==> src/rtl/matrix_pkg.sv <==
// Shared types for the 6x6 LED-matrix scan interface: geometry, frame layout
// and capture FSM states (also used by the display scanner).
package matrix_pkg;

    localparam int unsigned MATRIX_ROWS = 6;
    localparam int unsigned MATRIX_COLS = 6;

    // frame[r] holds the column pattern of row r
    typedef logic [MATRIX_ROWS-1:0][MATRIX_COLS-1:0] frame_t;

    typedef enum logic [0:0] {
        CAP_IDLE    = 1'b0,
        CAP_ACQUIRE = 1'b1
    } cap_state_e;

endpackage

==> src/rtl/scan_onehot_decode.sv <==
// Combinational row-strobe decoder: index of the set bit, exactly-one flag,
// and more-than-one flag.
module scan_onehot_decode #(
    parameter  int unsigned N     = 6,
    localparam int unsigned IDX_W = (N > 1) ? $clog2(N) : 1
) (
    input  logic [N-1:0]     row_i,
    output logic [IDX_W-1:0] idx_c_o,
    output logic             valid_c_o,
    output logic             multi_c_o
);

    logic [1:0] hits;

    // Population count saturating at two is enough to tell zero/one/many
    always_comb begin
        idx_c_o = '0;
        hits    = 2'd0;
        for (int i = 0; i < int'(N); i++) begin
            if (row_i[i]) begin
                idx_c_o = IDX_W'(i);
                if (hits != 2'd2) begin
                    hits = hits + 2'd1;
                end
            end
        end
        valid_c_o = (hits == 2'd1);
        multi_c_o = (hits == 2'd2);
    end

endmodule

==> src/rtl/matrix_scan_capture.sv <==
// Rebuilds complete frames from the LED-matrix row/column scan and flags
// protocol errors and stalls. Define SCAN_DEGLITCH_EN to require inputs to
// settle for SETTLE cycles before they are recognised.
module matrix_scan_capture
    import matrix_pkg::*;
#(
    parameter int unsigned ROWS    = MATRIX_ROWS,
    parameter int unsigned COLS    = MATRIX_COLS,
    parameter int unsigned TIMEOUT = 1024,
    parameter int unsigned SETTLE  = 3
) (
    input  logic                 clk,
    input  logic                 reset,
    input  logic [ROWS-1:0]      row_in,
    input  logic [COLS-1:0]      col_in,
    output logic [ROWS*COLS-1:0] frame_out,
    output logic                 frame_valid,
    output logic [7:0]           frame_count,
    output logic [2:0]           row_idx,
    output logic                 onehot_err,
    output logic                 seq_err,
    output logic                 scan_stall
);

    localparam int unsigned IDX_W = (ROWS > 1) ? $clog2(ROWS) : 1;
    localparam int unsigned TMR_W = $clog2(TIMEOUT);
    localparam int unsigned FRM_W = ROWS * COLS;

    if (TIMEOUT < 4 || SETTLE < 1) begin : g_bad_params
        $error("matrix_scan_capture: TIMEOUT must be >= 4 and SETTLE >= 1");
    end

    logic [ROWS-1:0]  row_q, prev_q;
    logic [COLS-1:0]  col_q;
    logic [ROWS-1:0]  eff_row;
    logic [COLS-1:0]  eff_col;
    logic [FRM_W-1:0] shadow_q, shadow_d, frame_q, frame_d;
    logic [ROWS-1:0]  seen_q, seen_d;
    logic [TMR_W-1:0] tmr_q, tmr_d;
    logic [7:0]       cnt_q, cnt_d;
    logic [2:0]       idx_q, idx_d;
    logic             fv_q, fv_d, oh_q, oh_d, seq_q, seq_d, stall_q, stall_d;
    cap_state_e       state_q, state_d;
    logic             row_evt;
    logic [IDX_W-1:0] dec_idx;
    logic             dec_valid, dec_multi;

`ifdef SCAN_DEGLITCH_EN
    localparam int unsigned STAB_W = $clog2(SETTLE + 1);

    logic [ROWS-1:0]   samp_row_q, sett_row_q;
    logic [COLS-1:0]   samp_col_q, sett_col_q;
    logic [STAB_W-1:0] stab_q, stab_d;
    logic              same, settled;

    // stab_q counts extra cycles the sample has repeated; until the pair has
    // held SETTLE cycles the last settled value stands in for it
    always_comb begin
        same    = (row_q == samp_row_q) && (col_q == samp_col_q);
        settled = (SETTLE <= 1) || (same && (32'(stab_q) + 32'd2 >= SETTLE));
        stab_d  = '0;
        if (same) begin
            stab_d = (32'(stab_q) < SETTLE) ? stab_q + STAB_W'(1) : stab_q;
        end
        eff_row = settled ? row_q : sett_row_q;
        eff_col = settled ? col_q : sett_col_q;
    end

    always_ff @(posedge clk) begin
        if (!reset) begin
            samp_row_q <= '0;
            samp_col_q <= '0;
            sett_row_q <= '0;
            sett_col_q <= '0;
            stab_q     <= '0;
        end else begin
            samp_row_q <= row_q;
            samp_col_q <= col_q;
            sett_row_q <= eff_row;
            sett_col_q <= eff_col;
            stab_q     <= stab_d;
        end
    end
`else
    always_comb begin
        eff_row = row_q;
        eff_col = col_q;
    end
`endif

    scan_onehot_decode #(
        .N (ROWS)
    ) u_decode (
        .row_i     (eff_row),
        .idx_c_o   (dec_idx),
        .valid_c_o (dec_valid),
        .multi_c_o (dec_multi)
    );

    // Capture FSM, shadow buffer, frame counter and stall timer
    always_comb begin
        state_d  = state_q;
        seen_d   = seen_q;
        shadow_d = shadow_q;
        frame_d  = frame_q;
        fv_d     = 1'b0;
        cnt_d    = cnt_q;
        idx_d    = idx_q;
        oh_d     = 1'b0;
        seq_d    = 1'b0;
        stall_d  = stall_q;
        tmr_d    = tmr_q;
        row_evt  = (eff_row != prev_q);

        if (row_evt) begin
            tmr_d   = '0;
            stall_d = 1'b0;
            if (dec_multi) begin
                oh_d    = 1'b1;
                seen_d  = '0;
                state_d = CAP_IDLE;
            end else if (dec_valid) begin
                shadow_d[32'(dec_idx) * COLS +: COLS] = eff_col;
                idx_d           = 3'(dec_idx);
                seen_d[dec_idx] = 1'b1;
                case (state_q)
                    CAP_IDLE: begin
                        if (dec_idx == '0) begin
                            seen_d  = ROWS'(1);
                            state_d = CAP_ACQUIRE;
                        end
                    end
                    CAP_ACQUIRE: begin
                        if (32'(dec_idx) == 32'(idx_q) + 32'd1) begin
                            state_d = CAP_ACQUIRE;
                        end else if (dec_idx == '0) begin
                            // Publish the previous frame before row 0 is overwritten
                            seen_d = ROWS'(1);
                            if (&seen_q) begin
                                frame_d = shadow_q;
                                fv_d    = 1'b1;
                                cnt_d   = cnt_q + 8'd1;
                            end else begin
                                seq_d = 1'b1;
                            end
                        end else begin
                            seq_d   = 1'b1;
                            seen_d  = '0;
                            state_d = CAP_IDLE;
                        end
                    end
                    default: state_d = CAP_IDLE;
                endcase
            end
        end else if (32'(tmr_q) == TIMEOUT - 32'd1) begin
            stall_d = 1'b1;
            seen_d  = '0;
            state_d = CAP_IDLE;
        end else begin
            tmr_d = tmr_q + TMR_W'(1);
        end
    end

    always_ff @(posedge clk) begin
        if (!reset) begin
            row_q    <= '0;
            col_q    <= '0;
            prev_q   <= '0;
            shadow_q <= '0;
            frame_q  <= '0;
            seen_q   <= '0;
            tmr_q    <= '0;
            cnt_q    <= '0;
            idx_q    <= '0;
            fv_q     <= 1'b0;
            oh_q     <= 1'b0;
            seq_q    <= 1'b0;
            stall_q  <= 1'b0;
            state_q  <= CAP_IDLE;
        end else begin
            row_q    <= row_in;
            col_q    <= col_in;
            prev_q   <= eff_row;
            shadow_q <= shadow_d;
            frame_q  <= frame_d;
            seen_q   <= seen_d;
            tmr_q    <= tmr_d;
            cnt_q    <= cnt_d;
            idx_q    <= idx_d;
            fv_q     <= fv_d;
            oh_q     <= oh_d;
            seq_q    <= seq_d;
            stall_q  <= stall_d;
            state_q  <= state_d;
        end
    end

    assign frame_out   = frame_q;
    assign frame_valid = fv_q;
    assign frame_count = cnt_q;
    assign row_idx     = idx_q;
    assign onehot_err  = oh_q;
    assign seq_err     = seq_q;
    assign scan_stall  = stall_q;

endmodule

==> config.mk <==
export PLATFORM = sky130hd
export DESIGN_NAME = matrix_scan_capture
export DESIGN_NICKNAME = d
export VERILOG_FILES = /design/src/rtl/matrix_pkg.sv /design/src/rtl/scan_onehot_decode.sv /design/src/rtl/matrix_scan_capture.sv
export SDC_FILE = /design/constraint.sdc
export NUM_CORES = 1
export LEC_CHECK = 0
export CAP_MARGIN = 20
export CORE_MARGIN = 1
export CORE_UTILIZATION = 45
export DETAILED_ROUTE_END_ITERATION = 7
export HOLD_SLACK_MARGIN = 0.06
export PLACE_DENSITY_LB_ADDON = 0.1
export RECOVER_POWER = 25
export SYNTH_ARGS = -nofsm -noshare
export SYNTH_HDL_FRONTEND = slang
export SYNTH_SLANG_ARGS = --single-unit
==> constraint.sdc <==
create_clock -name clk -period 6.5 [get_ports clk]
set_clock_uncertainty 0.2 [all_clocks]
set_input_delay 1.625 -clock clk [delete_from_list [all_inputs] [get_ports clk]]
set_output_delay 1.625 -clock clk [all_outputs]
set_load 0.01 [all_outputs]
==> summary.txt <==
Outcome
  – Outcome: finished, final reports clean

Clock tree
  – H-tree levels: 4
  – Clk pin slew, worst setup/hold paths: 0.05 ns
  – Maximum clock path buffer count: 2
  – Number of setup buffers added after CTS: 0
  – Clock Latency Late Sink: 0.42 ns
  – TritonCTS clock tree: built
  – Root buffer cell: clkbuf_16
  – Hold buffers post-CTS: 0
  – CTS buffer count: 17
  – # clock sinks: around 120
  – Post_cts resized: 0

Global routing
  – Largest net degree at the start of global routing: 51
  – GRT Total Usage: 23.1%
  – Number of global-route vias before repair: 4627
  – First-pass GRT wire length: 23.2 mm
  – Global route total overflow: 0
  – Initial antenna violation count: 0

Route
  – Routed met3 length: about 610 um
  – Final ANT Viol Nets: 0
  – WL/cell: between 15 and 20 um
  – Highest metal used: met4
  – Met2 Wirelength: 6.63 mm
  – Drt pass-1 iters: 5
  – DR vias/cell: between 5 and 6
  – Via count: ~5000
  – # DRC: 0
  – DRT met1 WL: between 6 and 7 mm
  – Drt total wl: 14.3 mm
  – DR iter-0 viols: 392

Setup path
  – Crit start category: flip-flop
  – CP most frequent cell: ha_1
  – WP data required: 6.63 ns
  – CP Capture Type: flip-flop
  – CP max stage cell: or3_4
  – Cell family with most CP delay: simple AND/OR/NAND/NOR gates
  – Critical path's largest stage delay: 0.69 ns
  – Worst Path Buf+Inv: 3
  – Critical-path cell list: inv_1, ha_1, mux2_2, inv_1, ha_1, a21oi_1, ha_1, inv_1, mux2_2, ha_1, nor2b_1, a21oi_1, or2_4, or3_1, or3_4, or4_1, a21oi_1
  – Critical Path AT: 5.27 ns
  – Worst-path maximum fanout: 50
  – CP Class: reg -> reg

Logic synthesis
  – Yosys reg bits: 122
  – Most common cell in the synthesized netlist: nand2_1
  – Post-synth top cells: nand2_1, dfxtp_1, a21oi_1
  – Top cell type's share of synthesized area: between 40% and 50%
  – Synth cell types: 55
  – Leading area contributor after synthesis: dfxtp_1
  – Post-synthesis async set-or-reset flop share: 0%
  – Mapped Cells: 695
  – Synth Flop Type: dfxtp_1
  – Avg Synthesized Cell Area: 8.13 sq um
  – Register area share after synthesis: 43.2%
  – Area contributors post-synth: dfxtp_1, nand2_1, a21oi_1
  – YS warnings: 0
  – Post-Syn Area: 5650 sq um
  – Post-synth EDFFs: 0
  – Syn_nets: 723

STA
  – Worst Tran Pin Value: between 1 and 1.5 ns
  – WHS: 0.248 ns
  – Final Hold Viols: 0
  – Worst setup margin: 1.36 ns
  – Post-route minimum period: ~5.1 ns
  – Setup-failing EPs final: 0
  – Final Max Slew Viols: 0
  – RSZ-0062 raised after global routing: no
  – Fin crit share: 79.1%
  – Max Clk Rate: 194 MHz
  – Fin Setup TNS: 0 ns
  – Max-slew headroom: approximately 2.6%

Flow run
  – Max-cap violations: 0

Power
  – Sequential Power Share: between 30% and 40%
  – P_leak: 0.00258 uW
  – Peak VDD IR: 0.000159 V
  – Switch share: 25.6%
  – Clock power share: 48.7%
  – Switching pwr: 527 uW
  – Total chip power: 2060 uW
  – Power per cell area: 295 nW/um^2
  – Comb pwr share: 13.3%
  – Internal power: 1530 uW

Place
  – Placement Setup Slack: roughly 1.4 ns
  – IO Port Bufs: 64
  – Post-DP Area: 6360 sq um
  – Final HPWL DP: about 10 mm
  – Placer Congestion: 0.900

Cells and area
  – Share of post-route cells with drive strength above 1: 6.75%
  – Area Overhead vs Synth: 23.8%
  – # diodes: 0
  – Nets: 770
  – Design area: about 7000 sq um

Die
  – Die Span Y: 114 um
  – FP Rows: 40
  – Starting Density: 46.6%
  – Die Area: 13000 sq um
  – Core area: ~12000 sq um
  – Die width: 114 um
  – Ports: 65

Worst hold path
  – Hold WC Path Type: reg -> reg
-- sequential cells by signal, indices dropped and copies added, names as in the netlist --
register     count
state_q          1
seen_q           6
seq_err          1
onehot_err       1
eff_row          6
prev_q           6
row_idx          3
tmr_q           10
shadow_q        36
frame_count      8
col_q            6
scan_stall       1
frame_valid      1
frame_out       36
-- metrics by stage --
stage,utilization (%),cells
floorplan,-,695
global placement,52.5,891
detailed placement,52.5,891
CTS,57.8,923
global route,57.7,923
finish,57.7,923
-- worst reg2reg max path, stage by stage (launching register included) --
cell and delay [ns]:
dfxtp_1 0.42, inv_1 0.12, ha_1 0.30, mux2_2 0.28, inv_1 0.06, ha_1 0.23
a21oi_1 0.20, ha_1 0.17, inv_1 0.04, mux2_2 0.26, ha_1 0.28, nor2b_1 0.11
a21oi_1 0.06, or2_4 0.27, or3_1 0.64, or3_4 0.70, or4_1 0.58, a21oi_1 0.15
-- placed cells by master, fill, tap and decap left out, types with 15 or more instances in the layout --
master / count
dfxtp_1: 122
o21ai_0: 31
nor3_1: 15
mux2i_1: 26
clkbuf_16: 17
dlygate4sd3_1: 22
clkdlybuf4s50_1: 42
a211oi_1: 15
nand2_1: 144
nor2_1: 50
a21oi_1: 66
nand3_1: 26
-- layer usage --
metal  track usage, %  vias up
met4             8.57        0
met5                0        -
met1             30.5     2399
met2             37.0      132
li1                 -     2524
met3             5.15       13
-- cell families after synthesis --
group / synth area share, %
AOI/OAI and AO/OA: 16.2
xor gates and xnor gates: 2.79
adders and majority gates: 3.10
buffers and inverters: 4.30
DFF: 43.2
muxes: 5.40
and+or+nand+nor: 24.9
-- final cells by class --
| cell class | instances | area [sq um] |
|---|---|---|
| Inverter | 16 | 60.1 |
| Clock buffer | 21 | 470 |
| Clock inverter | 11 | 168 |
| Multi-Input combinational cell | 516 | 2970 |
| Timing Repair Buffer | 69 | 674 |
| Sequential cell | 122 | 2440 |
| Tap cell | 168 | 210 |
| Fill cell | 1126 | 5120 |
-- final timing paths --
kind               endpoint         start  slack (ns)  depth (start not counted)
min reg2reg    frame_out[0]  frame_out[0]        0.25                          2
min            frame_out[0]  frame_out[0]        0.25                          2
max          frame_count[7]    eff_row[1]        1.36                         17
max reg2reg  frame_count[7]    eff_row[1]        1.36                         17
-- power by group through the flow --
| stage | clock (uW) | sequential (uW) | combinational [uW] |
|---|---|---|---|
| finish | 1000 | 785 | 273 |
| floorplan | 0 | 792 | 199 |
| global route | 1060 | 787 | 298 |
| detailed placement | 0 | 800 | 270 |
| CTS | 1020 | 784 | 271 |
| global placement | 0 | 799 | 266 |
Power figures use the tool's default switching activity.
==> variant 1, RTL diff (same settings) <==
The option `SCAN_DEGLITCH_EN` is turned on by a define.
--- a/src/rtl/matrix_scan_capture.sv
+++ b/src/rtl/matrix_scan_capture.sv
@@ -1,6 +1,8 @@
 // Rebuilds complete frames from the LED-matrix row/column scan and flags
 // protocol errors and stalls. Define SCAN_DEGLITCH_EN to require inputs to
 // settle for SETTLE cycles before they are recognised.
+`define SCAN_DEGLITCH_EN
+
 module matrix_scan_capture
     import matrix_pkg::*;
 #(
Function: changed (Yosys sat finds a counterexample within 4 cycles, from zero or initial values and one cycle with reset low).
==> variant 1 against the original RTL <==
The run now ends with max-capacitance violations, max-slew violations left. Final area rose by 22%. Combinational power fell by 81%. Count of clock-buffer cells in the layout rose by 2. Setup slack got worse by 0.93 ns. Synthesized area rose by 26%. Core utilization fell by 2.0 points. Worst hold slack improved by 0.019 ns. First-iteration DRC count rose by 19%. Sequential cell count rose by 20. Routed wire length rose by 25%. Power fell by 5.1%. Largest cell class unchanged. Highest routed layer unchanged.
==> variant 1: results (changes against the original RTL) <==
* Max_cap viols at 1 (+1)
* R2r worst-path depth at 21 (+4)
* Multiplexer area fraction after synthesis at 9.499% (+4.1 points)
* Post-DP HPWL at 12620 um (+26%)
* Synth cell types at 61 (+11%)
* ANT cells at 0 (unchanged)
* Met1 Usage GRT at 32.95% (+2.5 points)
* Met2 usage at 35.65% (-1.3 points)
* Met2 wire length at 8094 um (+22%)
* Post-synthesis compound-gate area fraction at 16.75% (+0.51 points)
* Met1 Wirelength at 8830 um (+29%)
* Vias per cell at 5.639 (+2.7%)
* Failing checks: max-capacitance violations, max-slew violations
* Fill cells at 1428 (+27%)
* First-pass GRT wire length at 30160 um (+30%)
* Critical Path AT at 6.23 ns (+0.96 ns)
* Peak VDD IR at 0.0001820 V (+14%)
* Reg clk slew, reported paths at 0.06 ns
* XOR/XNOR Fraction of Synth Area at 3.940% (+1.1 points)
* Final WL at 17900 um (+25%)
* Worst Path Max Fanout at 42 (-16%)
* Status: complete, but fails checks
* End of the worst register-to-register path: shadow_q[15]$_SDFFE_PN0P_
* Iteration-0 DRC count of the detailed router at 468 (+19%)
* Sequential share of the synthesized area at 39.96% (-3.3 points)
* Cell count after placement at 1051 (+18%)
* GP Congestion at 0.8689 (-3.4%)
* Synth area leaders: dfxtp_1 40%, mux2i_1 7.6%, a21oi_1 4.9%, nand4_1 4.1%, nand2_1 3.2%
* Clock root cell: clkbuf_16
* Gate Count Post-Synth at 817 (+18%)
* Largest net degree at the start of global routing at 70 (+37%)
* NumNets Final at 893 (+16%)
* Max-slew violation count at 70 (+70)
* Synth top cells by count: 142 x dfxtp_1, 69 x a21oi_1, 61 x nand2_1
* GR Util met3 at 3.923% (-1.2 points)
* Hold EP: frame_out[12]$_SDFFE_PN0P_
* Max Used Layer: met4
* Worst Tran Pin Value at 2.723 ns (+1.263 ns)
* Syn Nets at 850 (+18%)
* Lkg Pwr at 3.040 nW (+18%)
* Ys Warns at 0 (unchanged)
* Share of post-route cells with drive strength above 1 at 9.622% (+2.9 points)
* Met3 WL at 767 um (+26%)
* Vias at 6113 (+21%)
* Total GRT Usage at 23.22% (+0.11 points)
* Register-to-register setup slack at 0.42 ns (-0.93 ns)
* Vias in the first global route at 5857 (+27%)
* Min-delay src: frame_out[12]$_SDFFE_PN0P_
* NetSw at 0.4085 mW (-22%)
* Skew-Pair Late Insertion Delay at 0.42 ns (about the same)
* Adder-cell share of the synthesized area at 3.448% (+0.35 points)
* Crit Reg-Reg Startpoint: row_q[5]$_SDFF_PN0_
[variant 1: changes by cell type after synthesis, sizes merged, moves of 15 or more]
| cell | before | now |
|---|---|---|
| dfxtp | 122 | 142 |
| inv | 15 | 30 |
| mux2i | 26 | 54 |
| nand2 | 144 | 61 |
| nand4 | 9 | 48 |
| o21ai | 31 | 46 |
[variant 1: power by group through the flow]
stage / registers (mW) / logic [mW] / clock network [mW]
floorplan: 0.904 / 0.0388 / 0
global placement: 0.906 / 0.0519 / 0
detailed placement: 0.907 / 0.0521 / 0
CTS: 0.888 / 0.0527 / 1.03
global route: 0.889 / 0.0574 / 1.07
finish: 0.888 / 0.0512 / 1.01
[variant 1: kinds of logic after synthesis]
group	count (synthesis)
DFF	142
muxes	65
AOI/OAI and AO/OA	189
xor gates and xnor gates	29
and+or+nand+nor	283
buffers and inverters	90
adders and majority gates	19
[variant 1: layout make-up]
class	count	area, um^2	share of cell area, %
Multi-Input combinational cell	585	3909	45.80
Sequential cell	142	2843	33.31
Timing Repair Buffer	84	785.8	9.207
Clock buffer	23	488.0	5.718
Tap cell	211	264.0	3.093
Clock inverter	9	132.6	1.554
Inverter	30	112.6	1.319
[variant 1: critical path, cell delays in order, from the launching register on]
cell and delay [ns]:
dfxtp_1 0.52, xnor2_2 0.16, nand4_2 0.14, nor4_4 0.47, mux2i_1 0.40, ha_1 0.30, mux2i_1 0.29, ha_1 0.31
nand2_1 0.07, mux2i_1 0.08, a21oi_1 0.15, ha_1 0.16, inv_1 0.04, mux2_4 0.26, a31oi_2 0.23, inv_2 0.12
ha_1 0.33, or4b_1 0.65, o31a_4 0.32, buf_4 0.29, or3_1 0.38, a21oi_1 0.12
[variant 1: stage by stage]
step	cell area, um^2	hold slack [ns]	power (mW)	worst slack (ns)
global placement	7896	0.2473	0.9583	0.4804
CTS	8517	0.2630	1.970	0.2476
global route	8534	0.2820	2.017	0.03769
detailed placement	7896	0.2502	0.9594	0.2820
finish	8534	0.2667	1.954	0.4246
floorplan	7113	0.2323	0.9425	0.3773
[variant 1: worst max path at each step]
stage / from / end / depth (start not counted)
global placement: row_q[5]$_SDFF_PN0_ / shadow_q[3]$_SDFFE_PN0P_ / 19
global route: row_q[5]$_SDFF_PN0_ / shadow_q[15]$_SDFFE_PN0P_ / 21
CTS: row_q[5]$_SDFF_PN0_ / shadow_q[2]$_SDFFE_PN0P_ / 18
floorplan: row_q[5]$_SDFF_PN0_ / shadow_q[26]$_SDFFE_PN0P_ / 27
finish: row_q[5]$_SDFF_PN0_ / shadow_q[15]$_SDFFE_PN0P_ / 21
detailed placement: row_q[5]$_SDFF_PN0_ / shadow_q[2]$_SDFFE_PN0P_ / 19
==> variant 2, RTL diff (same settings) <==
Without the edit above. Register the output `frame_count` once more, with the module's reset; this adds one clock of latency there. The other outputs are not delayed to match.
--- a/src/rtl/matrix_scan_capture.sv
+++ b/src/rtl/matrix_scan_capture.sv
@@ -197,7 +197,13 @@
 
     assign frame_out   = frame_q;
     assign frame_valid = fv_q;
-    assign frame_count = cnt_q;
+    always_ff @(posedge clk) begin
+        if (!reset) begin
+            frame_count <= '0;
+        end else begin
+            frame_count <= cnt_q;
+        end
+    end
     assign row_idx     = idx_q;
     assign onehot_err  = oh_q;
     assign seq_err     = seq_q;
Check against the original RTL: same outputs for any inputs over 4 cycles, from zero or initial values and one cycle with reset low; that may be too few to reach the edited logic, so the function may still have changed.
==> variant 2 against the original RTL <==
The run now ends with max-capacitance violations, max-slew violations left. Power rose by 5.4%. Setup slack got worse by 0.33 ns. Via count rose by 6.7%. Synthesized area rose by 12%. Sequential share of layout area down 0.85 points. Final area rose by 9.2%. Sequential cell count increased by 8. Routed wire length up 19%. Critical path type unchanged. Largest power group unchanged. Highest routed layer unchanged.
==> variant 2: results (changes against the original RTL) <==
* Min-delay src: frame_out[17]$_SDFFE_PN0P_
* NetSw at 0.5809 mW (+10%)
* Met2 usage at 43.32% (+6.3 points)
* Worst Tran Pin Value at 1.635 ns (+0.1741 ns)
* Critical Path AT at 5.61 ns (+0.34 ns)
* Synth cell types at 68 (+24%)
* Ys Warns at 0 (unchanged)
* Lkg Pwr at 2.736 nW (+6.1%)
* Share of post-route cells with drive strength above 1 at 7.871% (+1.1 points)
* GR Util met3 at 5.519% (+0.36 points)
* Pre-CTS setup slack at 1.113 ns (-0.2612 ns)
* H-tree depth at 4 (unchanged)
* Final setup fails at 0 (unchanged)
* Post-CTS sizing at 0 (unchanged)
* Vias per cell at 5.688 (+3.6%)
* Post-DP HPWL at 11870 um (+19%)
* Total GRT Usage at 24.51% (+1.4 points)
* Startpoint types: register
* Worst Path Max Fanout at 18 (-64%)
* Comb group at 0.303 mW (+11%)
* Maximum root-to-sink buffer count at 2 (unchanged)
* Setup bufs post-CTS at 0 (unchanged)
* Sequential share of the synthesized area at 41.24% (-2.0 points)
* GP Congestion at 0.9434 (+4.9%)
* Met1 Usage GRT at 28.48% (-2.0 points)
* Synth area leaders: dfxtp_1 41%, mux2i_1 9.7%, nand2_1 6.2%, nor2_1 2.8%, and2_1 2.8%
* Peak VDD IR at 0.0001743 V (+9.6%)
* Synth top cells by count: 130 x dfxtp_1, 104 x nand2_1, 61 x mux2i_1
* Failing checks: max-capacitance violations, max-slew violations
* DR WL/cell at 17.88 um (+16%)
* Status: complete, but fails checks
* Max-slew violation count at 41 (+41)
* Met2 wire length at 8474 um (+28%)
* Sw Share at 26.77% (+1.2 points)
* Met3 WL at 811 um (+34%)
* Max Used Layer: met4
* NumNets Final at 790 (+2.6%)
* Mean post-synth cell area at 8.802 um^2 (+8.3%)
* Max_cap viols at 1 (+1)
* Cell count after placement at 918 (+3.0%)
* Final WL at 17000 um (+19%)
* Vias in the first global route at 5550 (+20%)
* Largest net degree at the start of global routing at 69 (+35%)
* Initial antenna violation count at 1 (+1)
* Placed cell areas at 6993 um^2 (+10%)
* Crit Reg-Reg Startpoint: eff_row[4]$_SDFF_PN0_
* Syn Nets at 745 (+3.0%)
* Iteration-0 DRC count of the detailed router at 418 (+6.6%)
* Drt pass-1 iters at 5 (unchanged)
* Met1 Wirelength at 7215 um (+5.5%)
* Clock network power at 1.04 mW (+4%)
* First-pass GRT wire length at 27790 um (+20%)
variant 2: cell types whose count changed after synthesis, sizes merged, moves of 6 or more:
cell,delta
a211oi,-11
nand2,-40
dfxtp,+8
nand4,+6
and2,+12
a21oi,-34
nor4,+7
buf,+6
mux2i,+35
variant 2: worst max-delay path, cell delays in order (launching register included):
cell and delay, ns:
dfxtp_1 0.67, nor2b_1 0.31, nor3_4 0.64, inv_2 0.34, ha_1 0.35, ha_1 0.25
or3_1 0.41, and2_1 0.29, nor2_1 0.14, ha_1 0.40, nand2b_1 0.10, nor4_1 0.21
a31oi_1 0.08, o32a_1 0.36, a2111oi_4 0.40, mux2i_1 0.22
variant 2: worst paths after layout:
path,slack (ns),end,depth (start not counted)
setup reg to reg,1.03,shadow_q[35]$_SDFFE_PN0P_,15
hold reg to reg,0.26,frame_out[17]$_SDFFE_PN0P_,2
setup / recovery,1.03,shadow_q[35]$_SDFFE_PN0P_,15
hold / removal,0.26,frame_out[17]$_SDFFE_PN0P_,2
variant 2: logic make-up (layout without fill, tap and decap cells):
| family | count (synthesis) | in the layout | share of synthesized area [%] |
|---|---|---|---|
| AO/OA/AOI/OAI | 131 | 131 | 14.37 |
| flip-flops | 130 | 130 | 41.24 |
| XOR/XNOR | 17 | 17 | 2.478 |
| buffers and inverters | 59 | 117 | 4.124 |
| multiplexers | 70 | 70 | 11.28 |
| AND/OR/NAND/NOR | 296 | 296 | 23.73 |
| adder cells (fa/ha/maj) | 14 | 14 | 2.776 |
variant 2: layout make-up:
cell class,instances,area (um^2)
Fill cell,1242,5813
Clock buffer,20,466.7
Inverter,17,63.81
Timing Repair Buffer,68,660.6
Sequential cell,130,2603
Tap cell,176,220.2
Clock inverter,12,177.7
Multi-Input combinational cell,528,3448
